===== config.mk =====
export PLATFORM = sky130hd
export DESIGN_NAME = multiplier_right_shifter_flat
export DESIGN_NICKNAME = d
export VERILOG_FILES = /design/src/rtl/multiplier_right_shifter_if.sv /design/src/rtl/multiplier_right_shifter.sv /design/src/flat_wrapper.sv
export SDC_FILE = /design/constraint.sdc
export NUM_CORES = 1
export LEC_CHECK = 0
export CORE_UTILIZATION = 44
export CTS_CLUSTER_SIZE = 25
export DETAILED_ROUTE_END_ITERATION = 16
export GPL_TIMING_DRIVEN = 0
export HOLD_SLACK_MARGIN = 0.08
export PLACE_DENSITY = 0.79
export SETUP_SLACK_MARGIN = 0.5
export SLEW_MARGIN = 30
export SYNTH_ARGS = -nofsm -noshare
export SYNTH_HDL_FRONTEND = slang
export SYNTH_SLANG_ARGS = --single-unit

===== constraint.sdc =====
create_clock -name clk -period 1.85 [get_ports clk]
set_clock_uncertainty 0.05 [all_clocks]
set_input_delay 0.185 -clock clk [delete_from_list [all_inputs] [get_ports clk]]
set_output_delay 0.185 -clock clk [all_outputs]
set_load 0.005 [all_outputs]

===== src/rtl/multiplier_right_shifter_if.sv =====
// multiplier_right_shifter_if: controller-to-shifter bundle for the multiplier-operand register
// master (controller) drives load/data_in/step/abort; slave (shifter) returns
// bit_valid/lsb/data_out/bit_index/busy/done
interface multiplier_right_shifter_if #(
  parameter int WIDTH = 32,
  parameter int CNT_W = $clog2(WIDTH + 1)
);
  logic load, step, abort, bit_valid, lsb, busy, done;
  logic [WIDTH-1:0] data_in, data_out;
  logic [CNT_W-1:0] bit_index;
  modport master (
    output load, data_in, step, abort,
    input  bit_valid, lsb, data_out, bit_index, busy, done
  );
  modport slave (
    input  load, data_in, step, abort,
    output bit_valid, lsb, data_out, bit_index, busy, done
  );
endinterface


===== src/rtl/multiplier_right_shifter.sv =====
// multiplier_right_shifter: right-shifting multiplier-operand register presenting one LSB per accepted step
// clk/reset: rising-edge clock, asynchronous active-high reset
// bus (slave): load/data_in start an operation, step consumes lsb, abort cancels;
//   bit_valid/lsb/bit_index present the current bit, data_out the register, busy/done the status
module multiplier_right_shifter #(
  parameter int WIDTH      = 32,
  parameter int CNT_W      = $clog2(WIDTH + 1),
  parameter int EARLY_EXIT = 1
) (
  input logic clk,
  input logic reset,
  multiplier_right_shifter_if.slave bus
);
  typedef enum logic [1:0] {IDLE, SHIFT, DONE} state_t;
  state_t state, state_n;
  logic [WIDTH-1:0] sr, sr_n, shr;
  logic [CNT_W-1:0] cnt, cnt_n;
  logic last;
  assign shr = sr >> 1;
  // the step being accepted now consumes the final bit, or leaves only zeros behind
  assign last = cnt == CNT_W'(WIDTH - 1) || (EARLY_EXIT != 0 && shr == '0);
  always_comb begin
    state_n = state;
    sr_n = sr;
    cnt_n = cnt;
    case (state)
      IDLE: if (bus.load) begin
        sr_n = bus.data_in;
        cnt_n = '0;
        state_n = (EARLY_EXIT != 0 && bus.data_in == '0) ? DONE : SHIFT;
      end
      SHIFT: if (bus.abort) begin
        state_n = IDLE;
        cnt_n = '0;
      end else if (bus.step) begin
        sr_n = shr;
        cnt_n = cnt + 1'b1;
        state_n = last ? DONE : SHIFT;
      end
      default: state_n = IDLE;
    endcase
  end
  always_ff @(posedge clk or posedge reset)
    if (reset) begin
      state <= IDLE;
      sr <= '0;
      cnt <= '0;
    end else begin
      state <= state_n;
      sr <= sr_n;
      cnt <= cnt_n;
    end
  assign bus.bit_valid = state == SHIFT;
  assign bus.lsb = sr[0];
  assign bus.data_out = sr;
  assign bus.bit_index = cnt;
  assign bus.busy = state != IDLE;
  assign bus.done = state == DONE;
endmodule


===== src/flat_wrapper.sv =====
// flat-port wrapper written by rule: the top's interface ports become plain ports
module multiplier_right_shifter_flat 
#(
  parameter int WIDTH      = 32,
  parameter int CNT_W      = $clog2(WIDTH + 1),
  parameter int EARLY_EXIT = 1
)
  (clk, reset, bus_load, bus_data_in, bus_step, bus_abort, bus_bit_valid, bus_lsb, bus_data_out, bus_bit_index, bus_busy, bus_done);
  multiplier_right_shifter_if #(.WIDTH(WIDTH), .CNT_W(CNT_W)) bus_i ();
  input logic clk;
  input logic reset;
  input wire logic [$bits(bus_i.load)-1:0] bus_load;
  input wire logic [$bits(bus_i.data_in)-1:0] bus_data_in;
  input wire logic [$bits(bus_i.step)-1:0] bus_step;
  input wire logic [$bits(bus_i.abort)-1:0] bus_abort;
  output wire logic [$bits(bus_i.bit_valid)-1:0] bus_bit_valid;
  output wire logic [$bits(bus_i.lsb)-1:0] bus_lsb;
  output wire logic [$bits(bus_i.data_out)-1:0] bus_data_out;
  output wire logic [$bits(bus_i.bit_index)-1:0] bus_bit_index;
  output wire logic [$bits(bus_i.busy)-1:0] bus_busy;
  output wire logic [$bits(bus_i.done)-1:0] bus_done;
  assign bus_i.load = bus_load;
  assign bus_i.data_in = bus_data_in;
  assign bus_i.step = bus_step;
  assign bus_i.abort = bus_abort;
  assign bus_bit_valid = bus_i.bit_valid;
  assign bus_lsb = bus_i.lsb;
  assign bus_data_out = bus_i.data_out;
  assign bus_bit_index = bus_i.bit_index;
  assign bus_busy = bus_i.busy;
  assign bus_done = bus_i.done;
  multiplier_right_shifter #(.WIDTH(WIDTH), .CNT_W(CNT_W), .EARLY_EXIT(EARLY_EXIT)) u_core (.clk(clk), .reset(reset), .bus(bus_i));
endmodule

==> flow_metrics.py <==
metrics = {
    "power": {
        "p_sw_frac": 0.354,
        "internal_power_uw": 2250,
        "power.leakage_uw": 0.00168,
        "power_frac_comb": 0.445,
        "clkPwrFrac": 0.159,
        "pwr-share-seq": 0.395,
        "p_per_area_mw_per_mm2": 996,
        "vdd_drop_max_uv": 605,
        "p_sw_uw": 1230,
    },
    "floorplan": {
        "core_area_mm2": 0.00447,
        "die_y_um": 71.1,
        "dieArea_mm2": 0.00506,
        "io_pins": 79,
        "die_w_um": 71.1,
        "start_util": 0.470,
        "rows": 24,
    },
    "setup_path": {
        "crit_family": "flip-flops",
        "r2r_cells": 7,
        "crit_required_ns": 1.97,
        "end_kind": "register",
        "crit_path_start_kind": "register",
        "slowest_stage": "dfrtp_2",
        "rrSetupSlack_ns": 0.31,
        "critical_path.reg2reg.endpoint": "u_core.bus.data_out[25]$_DFFE_PP0P_",
        "crit_type": "reg -> reg",
        "cp_max_fo": 10,
        "cp.arrival_ns": 1.66,
        "crit-reg2reg-launch": "u_core.state[0]$_DFFE_PP0P_",
        "path_common_cell": "buf_6",
        "worstPathCellList": "buf_6 -> nor3b_4 -> a21oi_4 -> buf_12 -> buf_6 -> nand2_1 -> o21ai_1",
        "crit_buf_inv": 3,
        "critical_path.max_stage_delay_ns": 0.45,
    },
    "layout": {
        "fin_cells": 385,
        "drive_gt1_frac": 0.273,
        "final_core_util": 0.780,
        "areaGrowthSynthToFinish_pct": 65.9,
        "most-common-layout-cells": "dlygate4sd2_1 (39), clkdlybuf4s50_1 (36), dfrtp_1 (36)",
        "antenna_cells_inserted": 0,
        "fin_nets": 371,
        "layout_commonest_cell": "dlygate4sd2_1",
        "nFillCells": 289,
    },
    "timing": {
        "fin_ws_ns": 0.314,
        "setup_viol_count_final": 0,
        "fin_crit_ns": 1.54,
        "slew_headroom": 0.733,
        "period_share": 0.831,
        "rsz0062_at_grt": "true",
        "fmax_mhz": 651,
        "maxSlewViolCount": 0,
        "tightest_slew_ns": 0.399,
        "hold_violations": 0,
    },
    "routing": {
        "avgViaCountPerCell": 5.67,
        "drc_errors": 7,
        "wl_per_cell_um": 18.3,
        "drtAntennaViolNets": 0,
        "drtIter0Drc": 202,
        "drt_first_pass_iters": 10,
        "wirelength_um": 7050,
        "vias": 2184,
    },
    "cts": {
        "path_clk_slew_ns": 0.08,
        "cts_root_buf": "clkbuf_8",
        "htreeDepth": 2,
        "clkLatencyLatePin_ns": 0.29,
        "holdBufCountCts": 0,
        "cts.path.max_buffers": 2,
        "cts-buffers-inserted": 5,
        "cts_tree": "yes",
        "numClockSinks": 40,
    },
    "synthesis": {
        "yosysWarningCount": 0,
        "synthDistinctLibCells": 33,
        "yosysTopAreaCellShare": 0.476,
        "avgSynthCellArea_um2": 10.1,
        "async_flop_share": 1.00,
        "synth_top_area_cell": "dfrtp_1",
        "synth_enable_flop_cells": 0,
        "ys.flop_type": "dfrtp_1",
        "synth_area_leaders": "dfrtp_1 (48%), mux2i_1 (15%), o21ai_1 (6.2%)",
        "synthCells": 208,
        "ys_seq_elements": 40,
        "syn_area_mm2": 0.00210,
        "synth_fp_nets": 246,
        "seq_area_frac_synth": 0.476,
    },
    "run": {
        "maxCapViolCount": 0,
    },
    "run_status": {
        "outcome": "finished, violations left",
        "violations": "design-rule violations",
    },
    "global_routing": {
        "antenna_found_initial": 0,
        "grt_max_degree": 28,
        "grt_overflow": 0,
        "grt_pass1_vias": 2119,
        "grt.total_usage": 0.274,
        "grt_pass1_wl_um": 10600,
    },
    "worst_hold_path": {
        "worstHoldPathType": "in -> async",
    },
    "placement": {
        "io_buffers": 78,
        "hpwl_um": 4280,
        "place_ws_ns": 0.0873,
        "place_inst": 339,
        "routabilityCongestion": 0.862,
    },
}
## what timing repair did
item,4_1_cts,5_1_grt
setup buffers,34,3
setup endpoints to repair,81,43
gates cloned,1,1
pin swaps,7,8
resized for setup,82,17
## cell usage after synthesis, types with 3 or more instances
cell type,number
nor4_1,15
inv_1,4
nor3_1,4
mux2i_1,31
buf_6,3
dfrtp_1,40
nand4_1,5
xnor2_1,4
buf_4,3
nand2_1,33
o21ai_1,26
o21ai_0,9
nor2_1,6
buf_2,4
## layout make-up
cell class	instances	area (um2)	area share
inverters	4	15.0	0.00430
clock inverters	1	5.00	0.00143
plain buffers	11	131	0.0377
well taps	52	65.1	0.0187
flip-flops and latches	40	1010	0.288
clock buffers	6	72.6	0.0208
repair buffers	117	1050	0.302
multi-input cells	154	1140	0.327
## power groups by stage
stage | combinational, uW | clock, uW | sequential, uW
after floorplan | 513 | 0 | 1350
after global placement | 1190 | 0 | 1380
after detailed placement | 1220 | 0 | 1400
after CTS | 1430 | 555 | 1340
after global routing | 1660 | 615 | 1400
final | 1550 | 554 | 1370
## stage by stage
stage	hold WS (ns)	cell area [um2]	setup TNS [ns]	total power, uW
2_1_floorplan	0.275	2110	0	1870
4_1_cts	0.122	3380	0	3330
3_5_place_dp	0.434	2980	0	2620
6_report	0.110	3490	0	3480
5_1_grt	0.130	3490	0	3680
3_3_place_gp	0.451	2960	-7.64	2580
## state kept, by name, indices dropped and copies added, names as in the netlist
register              flops
u_core.bus.data_out      32
u_core.bus.bit_index      6
u_core.state              2
## cell families (layout without fill, tap and decap cells)
kind of cell,count (synthesis),after routing,synth area share
DFF,40,40,0.476
AOI/OAI and AO/OA,42,43,0.114
and+or+nand+nor,75,75,0.194
adders and majority gates,1,1,0.00595
buffers and inverters,15,139,0.0458
xor gates and xnor gates,4,4,0.0167
muxes,31,31,0.148
## how the worst max path moves through the flow
stage	from	to	cells past startpoint
after floorplan	u_core.state[1]$_DFFE_PP0P_	u_core.bus.data_out[9]$_DFFE_PP0P_	5
final	u_core.state[0]$_DFFE_PP0P_	u_core.bus.data_out[25]$_DFFE_PP0P_	7
after global placement	reset	u_core.state[0]$_DFFE_PP0P_	2
after CTS	u_core.state[0]$_DFFE_PP0P_	u_core.bus.data_out[15]$_DFFE_PP0P_	7
after global routing	u_core.state[0]$_DFFE_PP0P_	u_core.bus.data_out[16]$_DFFE_PP0P_	6
after detailed placement	bus_abort	u_core.bus.data_out[7]$_DFFE_PP0P_	6
## worst register-to-register path, delay by kind of cell, from the launching register on
kind            cells  cell delay (ns)
flops               1             0.45
simple gates        2             0.33
buf+inv             3             0.44
compound gates      2             0.14
## per-layer routing
| metal | vias up | global-route usage | routed length, um |
|---|---|---|---|
| met5 | - | 0 | 0 |
| met2 | 100 | 0.452 | 3470 |
| met3 | 23 | 0.0556 | 420 |
| met1 | 1053 | 0.352 | 2930 |
| met4 | 0 | 0.111 | 228 |
| li1 | 1008 | - | - |
Note: power is estimated with default switching activity, not from simulation.
